`src/rtl/mem_port_arbiter_if.sv`:
```
// Request/acknowledge bundle between the CPU fetch/data ports, the arbiter
// and the single-port synchronous memory.
interface mem_port_arbiter_if #(
    parameter int AW = 32,
    parameter int DW = 32
);
    logic          i_req;
    logic [AW-1:0] i_addr;
    logic          i_ack;
    logic [DW-1:0] i_rdata;
    logic          d_req;
    logic          d_we;
    logic [AW-1:0] d_addr;
    logic [DW-1:0] d_wdata;
    logic          d_ack;
    logic [DW-1:0] d_rdata;
    logic          m_en;
    logic          m_we;
    logic [AW-1:0] m_addr;
    logic [DW-1:0] m_wdata;
    logic [DW-1:0] m_rdata;
    logic          busy;
    logic [1:0]    owner;

    modport slave (
        input  i_req, i_addr, d_req, d_we, d_addr, d_wdata, m_rdata,
        output i_ack, i_rdata, d_ack, d_rdata, m_en, m_we, m_addr, m_wdata, busy, owner
    );

    modport master (
        output i_req, i_addr, d_req, d_we, d_addr, d_wdata, m_rdata,
        input  i_ack, i_rdata, d_ack, d_rdata, m_en, m_we, m_addr, m_wdata, busy, owner
    );
endinterface

```
`src/rtl/mem_port_arbiter.sv`:
```
// Round-robin arbiter sharing one single-port synchronous memory between the
// instruction-fetch and data ports; all outputs registered.
module mem_port_arbiter #(
    parameter int AW  = 32,
    parameter int DW  = 32,
    parameter int LAT = 2
) (
    input  logic             clock,
    input  logic             resetn,
    mem_port_arbiter_if.slave bus
);
    typedef enum logic [1:0] {IDLE, ACCESS, WAIT, DONE} state_e;

    state_e        state;
    logic          last_d;
    logic [2:0]    cnt;
    logic          grant_d;
    logic          i_ack_r, d_ack_r, m_en_r, m_we_r, busy_r;
    logic [1:0]    owner_r;
    logic [AW-1:0] m_addr_r;
    logic [DW-1:0] m_wdata_r, i_rdata_r, d_rdata_r;

    // Data wins when it is the only requester, or when both request and
    // instruction was granted last.
    assign grant_d = bus.d_req & (~bus.i_req | ~last_d);

    always_ff @(posedge clock) begin
        if (resetn) begin
            state     <= IDLE;
            last_d    <= 1'b1;
            cnt       <= '0;
            i_ack_r   <= 1'b0;
            d_ack_r   <= 1'b0;
            m_en_r    <= 1'b0;
            m_we_r    <= 1'b0;
            busy_r    <= 1'b0;
            owner_r   <= '0;
            m_addr_r  <= '0;
            m_wdata_r <= '0;
            i_rdata_r <= '0;
            d_rdata_r <= '0;
        end else begin
            i_ack_r <= 1'b0;
            d_ack_r <= 1'b0;
            unique case (state)
                IDLE: begin
                    if (bus.i_req || bus.d_req) begin
                        last_d    <= grant_d;
                        owner_r   <= grant_d ? 2'd2 : 2'd1;
                        m_en_r    <= 1'b1;
                        m_we_r    <= grant_d & bus.d_we;
                        m_addr_r  <= grant_d ? bus.d_addr : bus.i_addr;
                        m_wdata_r <= grant_d ? bus.d_wdata : '0;
                        busy_r    <= 1'b1;
                        state     <= ACCESS;
                    end
                end
                ACCESS: begin
                    m_en_r <= 1'b0;
                    m_we_r <= 1'b0;
                    if (m_we_r) begin
                        d_ack_r <= 1'b1;
                        state   <= DONE;
                    end else begin
                        cnt   <= 3'(LAT);
                        state <= WAIT;
                    end
                end
                WAIT: begin
                    if (cnt == 3'd1) begin
                        if (owner_r == 2'd1) begin
                            i_rdata_r <= bus.m_rdata;
                            i_ack_r   <= 1'b1;
                        end else begin
                            d_rdata_r <= bus.m_rdata;
                            d_ack_r   <= 1'b1;
                        end
                        state <= DONE;
                    end else begin
                        cnt <= cnt - 3'd1;
                    end
                end
                DONE: begin
                    owner_r <= '0;
                    busy_r  <= 1'b0;
                    state   <= IDLE;
                end
                default: state <= IDLE;
            endcase
        end
    end

    assign bus.i_ack   = i_ack_r;
    assign bus.i_rdata = i_rdata_r;
    assign bus.d_ack   = d_ack_r;
    assign bus.d_rdata = d_rdata_r;
    assign bus.m_en    = m_en_r;
    assign bus.m_we    = m_we_r;
    assign bus.m_addr  = m_addr_r;
    assign bus.m_wdata = m_wdata_r;
    assign bus.busy    = busy_r;
    assign bus.owner   = owner_r;
endmodule

```
`src/flat_wrapper.sv`:
```
// flat-port wrapper written by rule: the top's interface ports become plain ports
module mem_port_arbiter_flat 
#(
    parameter int AW  = 32,
    parameter int DW  = 32,
    parameter int LAT = 2
)
  (clock, resetn, bus_i_req, bus_i_addr, bus_d_req, bus_d_we, bus_d_addr, bus_d_wdata, bus_m_rdata, bus_i_ack, bus_i_rdata, bus_d_ack, bus_d_rdata, bus_m_en, bus_m_we, bus_m_addr, bus_m_wdata, bus_busy, bus_owner);
  mem_port_arbiter_if #(.AW(AW), .DW(DW)) bus_i ();
  input  logic clock;
  input  logic resetn;
  input wire logic [$bits(bus_i.i_req)-1:0] bus_i_req;
  input wire logic [$bits(bus_i.i_addr)-1:0] bus_i_addr;
  input wire logic [$bits(bus_i.d_req)-1:0] bus_d_req;
  input wire logic [$bits(bus_i.d_we)-1:0] bus_d_we;
  input wire logic [$bits(bus_i.d_addr)-1:0] bus_d_addr;
  input wire logic [$bits(bus_i.d_wdata)-1:0] bus_d_wdata;
  input wire logic [$bits(bus_i.m_rdata)-1:0] bus_m_rdata;
  output wire logic [$bits(bus_i.i_ack)-1:0] bus_i_ack;
  output wire logic [$bits(bus_i.i_rdata)-1:0] bus_i_rdata;
  output wire logic [$bits(bus_i.d_ack)-1:0] bus_d_ack;
  output wire logic [$bits(bus_i.d_rdata)-1:0] bus_d_rdata;
  output wire logic [$bits(bus_i.m_en)-1:0] bus_m_en;
  output wire logic [$bits(bus_i.m_we)-1:0] bus_m_we;
  output wire logic [$bits(bus_i.m_addr)-1:0] bus_m_addr;
  output wire logic [$bits(bus_i.m_wdata)-1:0] bus_m_wdata;
  output wire logic [$bits(bus_i.busy)-1:0] bus_busy;
  output wire logic [$bits(bus_i.owner)-1:0] bus_owner;
  assign bus_i.i_req = bus_i_req;
  assign bus_i.i_addr = bus_i_addr;
  assign bus_i.d_req = bus_d_req;
  assign bus_i.d_we = bus_d_we;
  assign bus_i.d_addr = bus_d_addr;
  assign bus_i.d_wdata = bus_d_wdata;
  assign bus_i.m_rdata = bus_m_rdata;
  assign bus_i_ack = bus_i.i_ack;
  assign bus_i_rdata = bus_i.i_rdata;
  assign bus_d_ack = bus_i.d_ack;
  assign bus_d_rdata = bus_i.d_rdata;
  assign bus_m_en = bus_i.m_en;
  assign bus_m_we = bus_i.m_we;
  assign bus_m_addr = bus_i.m_addr;
  assign bus_m_wdata = bus_i.m_wdata;
  assign bus_busy = bus_i.busy;
  assign bus_owner = bus_i.owner;
  mem_port_arbiter #(.AW(AW), .DW(DW), .LAT(LAT)) u_core (.clock(clock), .resetn(resetn), .bus(bus_i));
endmodule
```
`config.mk`:
```
export PLATFORM = sky130hd
export DESIGN_NAME = mem_port_arbiter_flat
export DESIGN_NICKNAME = d
export VERILOG_FILES = /design/src/rtl/mem_port_arbiter_if.sv /design/src/rtl/mem_port_arbiter.sv /design/src/flat_wrapper.sv
export SDC_FILE = /design/constraint.sdc
export NUM_CORES = 1
export LEC_CHECK = 0
export BUFFER_PORTS_ARGS = -buffer_cell sky130_fd_sc_hd__buf_2
export CORE_MARGIN = 1.5
export CORE_UTILIZATION = 43
export CTS_BUF_LIST = sky130_fd_sc_hd__clkbuf_4 sky130_fd_sc_hd__clkbuf_8
export DETAILED_ROUTE_END_ITERATION = 10
export PLACE_DENSITY = 0.75
export RECOVER_POWER = 100
export SLEW_MARGIN = 20
export SYNTH_ARGS = -nofsm -noshare
export SYNTH_HDL_FRONTEND = slang
export SYNTH_SLANG_ARGS = --single-unit
```
`constraint.sdc`:
```
create_clock -name clock -period 1.4 [get_ports clock]
set_input_delay 0 -clock clock [delete_from_list [all_inputs] [get_ports clock]]
set_output_delay 0 -clock clock [all_outputs]
set_load 0.05 [all_outputs]
```
# ---- After elaboration in Yosys (flattened, before gate mapping)
# Index checks and enable logic that the tools add are counted.
dict set report totals {
  reg_bits 141
  latchBits 0
  ram_bits 0
  mem_bits_ro 0
  output_inout_bits 135
  wordCells 66
  memories 0
}
dict set report classes {
  add_sub_neg 1
  mul 0
  div 0
  n_lt_le_gt_ge 0
  n_eq_ne 9
  shift 0
  mux 22
  n_bitwise 8
  reduce_logical 13
}
# cell count
set ops {}
lappend ops {{$mux 32} 2}
lappend ops {{$reduce_and 3->1} 3}
lappend ops {{$mux 2} 4}
lappend ops {{$pmux 1 s2} 4}
lappend ops {{$pmux 2 s4} 1}
lappend ops {{$reduce_and 2->1} 4}
lappend ops {{$mux 1} 7}
lappend ops {{$mux 3} 2}
lappend ops {{$pmux 3 s2} 1}
lappend ops {{$reduce_bool 2->1} 3}
lappend ops {{$not 1->1} 5}
lappend ops {{$eq 2x1->1 const B} 2}
lappend ops {{$eq 2x2->1 const B} 2}
lappend ops {{$ne 2x1->1 const B} 2}
lappend ops {{$ne 2x2->1 const B} 2}
lappend ops {{$pmux 2 s2} 1}
lappend ops {{$eq 3x1->1 const B} 1}
lappend ops {{$reduce_or 3->1} 1}
lappend ops {{$sub 3x1->3 const B} 1}
lappend ops {{$and 1x1->1} 2}
lappend ops {{$logic_not 2->1} 1}
lappend ops {{$logic_or 1x1->1} 1}
lappend ops {{$or 1x1->1} 1}

# ---- Longest topological paths before layout
dict set report logic_depth {
  ltp_word 6
  depth_mapped 7
  mapped_depth_nobuf 5
}

# ---- Least setup slack after synthesis
# OpenSTA, ideal clock, no wires.
dict set report synth_path {
  path_type {register to register}
  start {register u_core.owner_r[1] (netlist: u_core.bus.owner[1])}
  end {register u_core.i_rdata_r[10] (netlist: u_core.bus.i_rdata[10])}
  arrival_ns 1.508
  slack_ns -0.178
  path_stages_with_launch 6
  period_less_slack_ns 1.578
  cell_sequence {dfxtp_1 -> nand2b_1 -> buf_2 -> clkbuf_1 -> o21ai_0 -> a21oi_1}
}
dict set report synth_between {
  elab_chain_cells 2
}
# element line
set synth_rtl {}
lappend synth_rtl {{start, declared} mem_port_arbiter.sv:19} ;# logic [1:0] owner_r;
lappend synth_rtl {{start signal, assigned} mem_port_arbiter.sv:49} ;# owner_r <= grant_d ? 2'd2 : 2'd1;
lappend synth_rtl {{$eq 2x1->1} mem_port_arbiter.sv:71} ;# if (owner_r == 2'd1) begin
lappend synth_rtl {{$reduce_and 3->1 (no source line)} n/a}
lappend synth_rtl {{end signal, assigned} mem_port_arbiter.sv:72} ;# i_rdata_r <= bus.m_rdata;
lappend synth_rtl {{end, declared} mem_port_arbiter.sv:21} ;# logic [DW-1:0] m_wdata_r, i_rdata_r, d_rdata_r;
# No other way between the ends.
# A chain may end at the register's enable or synchronous reset.

# ---- Final worst setup path
dict set report layout_path {
  start {register u_core.state[0]}
  end {register u_core.m_addr_r[10] (netlist: u_core.bus.m_addr[10])}
}
dict set report layout_between {
  elab_chain_cells 2
}
# element line
set layout_rtl {}
lappend layout_rtl {{start, declared} mem_port_arbiter.sv:14} ;# state_e state;
lappend layout_rtl {{start signal, assigned} mem_port_arbiter.sv:29} ;# state <= IDLE;
lappend layout_rtl {{start signal, assigned} mem_port_arbiter.sv:55} ;# state <= ACCESS;
lappend layout_rtl {{start signal, assigned} mem_port_arbiter.sv:63} ;# state <= DONE;
lappend layout_rtl {{$logic_not 2->1} mem_port_arbiter.sv:45} ;# unique case (state)
lappend layout_rtl {{$reduce_and 2->1 (no source line)} n/a}
lappend layout_rtl {{end signal, assigned} mem_port_arbiter.sv:52} ;# m_addr_r <= grant_d ? bus.d_addr : bus.i_addr;
lappend layout_rtl {{end, declared} mem_port_arbiter.sv:20} ;# logic [AW-1:0] m_addr_r;
# No other way between the ends.

==> impl_metrics.prom <==
# TYPE chip_impl_metric gauge
chip_impl_info{name="outcome",value="finished with violations"} 1
chip_impl_info{name="failed_checks",value="negative setup slack"} 1
chip_impl_metric{name="design.die.area",unit="µm²"} 13700
chip_impl_metric{name="worst-endpoint-arrival",unit="ns"} 1.95
chip_impl_metric{name="vdd_drop_max",unit="µV"} 1430
chip_impl_metric{name="worst_clock_skew",unit="ns"} 0.0142
chip_impl_metric{name="route.detailed.drc",unit=""} 0
chip_impl_metric{name="reg2reg_setup_slack",unit="ns"} -0.23
chip_impl_metric{name="min_period",unit="ns"} 1.63
chip_impl_metric{name="clock_sink_count",unit=""} 141
chip_impl_metric{name="synth.cell_area",unit="µm²"} 5580
chip_impl_metric{name="synthToLayoutAreaGrowth",unit="%"} 82.5
chip_impl_metric{name="max-cap-violations",unit=""} 0
chip_impl_info{name="hold_path_end",value="u_core.bus.m_addr[20]"} 1
chip_impl_metric{name="row_count",unit=""} 41
chip_impl_metric{name="final.setup.worst_slack",unit="ns"} -0.227
chip_impl_metric{name="period_share",unit="%"} 116
chip_impl_info{name="cts_tree",value="built"} 1
chip_impl_metric{name="post-layout-total-power",unit="W"} 0.0165
chip_impl_metric{name="cts_h_tree_lvls",unit=""} 4
chip_impl_info{name="layout.cells.most_common",value="dfxtp_1"} 1
chip_impl_metric{name="timing.final.hold_violations",unit=""} 0
chip_impl_metric{name="initialDrtViolationCount",unit=""} 696
chip_impl_metric{name="routed-via-count",unit=""} 7426
chip_impl_metric{name="post_dp_cell_area",unit="µm²"} 7260
chip_impl_info{name="crit_type",value="register to register"} 1
chip_impl_metric{name="post_route_cells_drive_above_1_share",unit="%"} 45.7
chip_impl_metric{name="cts_made_buffers",unit=""} 17
chip_impl_info{name="layout_common_cells",value="136 x dfxtp_1, 132 x buf_2, 132 x dlygate4sd3_1, 122 x clkbuf_2, 64 x a21oi_1"} 1
chip_impl_metric{name="worst_reg_to_reg_path_cell_count",unit=""} 6
chip_impl_metric{name="synth.yosys.warnings",unit=""} 0
chip_impl_metric{name="max-slew-margin-rel",unit="%"} 58.7
chip_impl_metric{name="globalplace.congestion",unit=""} 0.833
chip_impl_metric{name="final_cell_area",unit="µm²"} 10200
chip_impl_info{name="launch_point_of_the_worst_reg_to_reg_path",value="u_core.state[0]"} 1
chip_impl_metric{name="grt-ovfl-total",unit=""} 0
chip_impl_metric{name="routed_wl",unit="µm"} 25900
chip_impl_metric{name="detail_route.vias_per_cell",unit=""} 5.93
chip_impl_metric{name="num_antenna_cells",unit=""} 0
chip_impl_metric{name="grt_antenna_before_repair",unit=""} 0
chip_impl_info{name="critical_path.startpoint_type",value="register"} 1
chip_impl_metric{name="grt.total_usage",unit="%"} 29.3
chip_impl_metric{name="worst_setup_hold_path_clk_slew",unit="ns"} 0.08
chip_impl_metric{name="grt_pass1_wl",unit="µm"} 31500
chip_impl_metric{name="critical_path.max_fanout",unit=""} 7
chip_impl_metric{name="hold-path-cell-count",unit=""} 4
chip_impl_metric{name="seq_area_frac_synth",unit="%"} 50.6
chip_impl_metric{name="floorplan.core_area",unit="µm²"} 12600
chip_impl_metric{name="synth.lib_cells_used.distinct",unit=""} 33
chip_impl_metric{name="count_of_tritonroute_iterations_in_the_first_routing_pass",unit=""} 8
chip_impl_metric{name="worst_skew_pair.late_latency",unit="ns"} 0.46
chip_impl_metric{name="synth.ff_latch_count",unit=""} 141
chip_impl_metric{name="final_net_count",unit=""} 1208
chip_impl_info{name="clock_tree.root_cell",value="clkbuf_8"} 1
chip_impl_metric{name="worst-slew-pin-transition",unit="ns"} 0.623
chip_impl_metric{name="die_h",unit="µm"} 117
chip_impl_metric{name="power.leakage",unit="nW"} 4.14
chip_impl_metric{name="setup_viol",unit=""} 59
chip_impl_metric{name="critical_path_required_time",unit="ns"} 1.72
chip_impl_metric{name="number_of_global_route_vias_before_repair",unit=""} 6444
chip_impl_info{name="worstHoldPathType",value="input pin to register"} 1
chip_impl_metric{name="ant_nets",unit=""} 0
chip_impl_info{name="critical_path.reg2reg.endpoint",value="u_core.bus.m_addr[10]"} 1
chip_impl_metric{name="layout.filler_cells",unit=""} 728
chip_impl_metric{name="synth_nets",unit=""} 801
chip_impl_info{name="hold_path_startpoint",value="bus_i_addr[20]"} 1
chip_impl_metric{name="floorplan.io_pins",unit=""} 268
chip_impl_info{name="grt_setup_unrepaired",value="yes"} 1
chip_impl_metric{name="max-clock-path-buffers",unit=""} 2
chip_impl_metric{name="postSynthCellCount",unit=""} 661
chip_impl_metric{name="max_clk_rate",unit="GHz"} 0.615
chip_impl_metric{name="floorplan.die.width",unit="µm"} 117
chip_impl_metric{name="placement.io_buffers",unit=""} 267
chip_impl_metric{name="start_util",unit="%"} 44.2
chip_impl_metric{name="slew_viol_final",unit=""} 0
chip_impl_metric{name="drt-wirelength-per-cell",unit="µm"} 20.7
chip_impl_metric{name="largest_net_degree_at_the_start_of_global_routing",unit=""} 67
chip_impl_info{name="critPathCaptureType",value="register"} 1
chip_impl_metric{name="dpl.hpwl",unit="µm"} 11000
chip_impl_metric{name="synthesis.area_per_instance",unit="µm²"} 8.43
chip_impl_metric{name="power.density",unit="nW/µm²"} 1630
## where the power goes
| part | switching, W | leakage (nW) | total [W] | internal [W] |
|---|---|---|---|---|
| Clock | 0.00163 | 0.226 | 0.00381 | 0.00218 |
| Sequential | 0.000453 | 1.15 | 0.00506 | 0.00461 |
| Combinational | 0.00507 | 2.76 | 0.00767 | 0.00260 |
| Total | 0.00716 | 4.14 | 0.0165 | 0.00938 |
## state kept, by name, summed over array words and instances, names as in the netlist, 2 cells and up
name,count
u_core.bus.owner,2
u_core.state,2
u_core.bus.d_rdata,32
u_core.bus.m_wdata,32
u_core.bus.m_addr,32
u_core.cnt,3
u_core.bus.i_rdata,32
## critical path, cell delays in order, from the launching register on
cell and delay [ns]:
dfxtp_2 0.34, inv_4 0.09, ha_4 0.19, o21a_4 0.24
clkbuf_16 0.19, nor2_2 0.04, a211oi_1 0.40
## cells by family (layout without fill, tap and decap cells)
| logic type | count (synthesis) | in the layout | synth area share [%] |
|---|---|---|---|
| adder cells (fa/ha/maj) | 7 | 7 | 1.57 |
| buffers and inverters | 74 | 493 | 5.68 |
| multiplexers | 1 | 1 | 0.180 |
| flip-flops | 141 | 141 | 50.6 |
| AO/OA/AOI/OAI | 252 | 252 | 27.0 |
| AND/OR/NAND/NOR | 186 | 187 | 15.0 |
## how the worst max path moves through the flow
stage                     slack [ns]            start               endpoint
after floorplan               -0.005  u_core.state[0]       u_core.bus.d_ack
after global placement         -0.13  u_core.state[0]        u_core.state[0]
after detailed placement       -0.32  u_core.state[0]        u_core.state[0]
after CTS                      -0.01  u_core.state[1]        u_core.state[0]
after global routing           -0.26  u_core.state[0]  u_core.bus.m_addr[10]
final                          -0.23  u_core.state[0]  u_core.bus.m_addr[10]
## routing by layer
layer / vias to the layer above / share of wire (%) / routed length (µm) / global-route usage (%)
met2: 596 / 48 / 12500 / 48.9
met1: 3475 / 36 / 9220 / 34.4
li1: 3207 / - / - / -
met3: 148 / 11 / 2730 / 9.06
met5: - / 0 / 0 / 0
met4: 0 / 5.5 / 1420 / 14.3
## final cells by class
cell class / count / area [µm²] / area share [%]
flip-flops and latches: 141 / 2830 / 27.8
repair buffers: 455 / 3450 / 33.9
multi-input cells: 447 / 3190 / 31.4
inverters: 6 / 25.0 / 0.246
clock buffers: 23 / 304 / 2.99
clock inverters: 9 / 156 / 1.54
well taps: 172 / 215 / 2.11
## synthesized netlist by cell type, drive strengths merged
master | n | area, µm²
a2111oi | 2 | 17.5
a211oi | 32 | 240
a21bo | 2 | 20.0
a21boi | 2 | 18.8
a21o | 1 | 7.51
a21oi | 105 | 526
a221o | 1 | 10.0
a32oi | 32 | 280
a41o | 1 | 10.0
and2 | 1 | 6.26
and3b | 1 | 8.76
buf | 31 | 155
clkbuf | 37 | 139
dfxtp | 141 | 2820
ha | 7 | 87.6
inv | 6 | 22.5
mux2i | 1 | 10.0
nand2 | 35 | 131
nand2b | 6 | 37.5
nand3 | 65 | 325
nand3b | 1 | 7.51
nand4 | 2 | 12.5
nor2 | 68 | 255
nor2b | 3 | 18.8
nor3 | 2 | 10.0
nor3b | 1 | 12.5
nor4bb | 1 | 10.0
o21a | 1 | 7.51
o21ai | 73 | 365
## metrics by stage
stage	hold WS (ns)	TNS (ns)	cells	setup slack, ns	utilization, %
3_3_place_gp	0.247	-3.02	1067	-0.135	57.5
2_1_floorplan	0.141	-0.0284	661	-0.00514	-
6_report	0.343	-2.43	1253	-0.227	80.6
3_5_place_dp	0.251	-7.15	1067	-0.315	57.5
5_1_grt	0.352	-6.47	1253	-0.260	80.6
4_1_cts	0.307	-0.0837	1233	-0.0133	72.5
## repair_timing
| action | in CTS | in global routing |
|---|---|---|
| buffers inserted | 1 | 4 |
| hold buffers | 132 | 0 |
| endpoints found under the setup margin | 130 | 99 |
| pin swaps | 2 | 105 |
| endpoints found under the hold margin | 137 | 0 |
| resized for setup | 17 | 209 |
| gates cloned | 1 | 17 |
(Power assumes the default switching activity.)
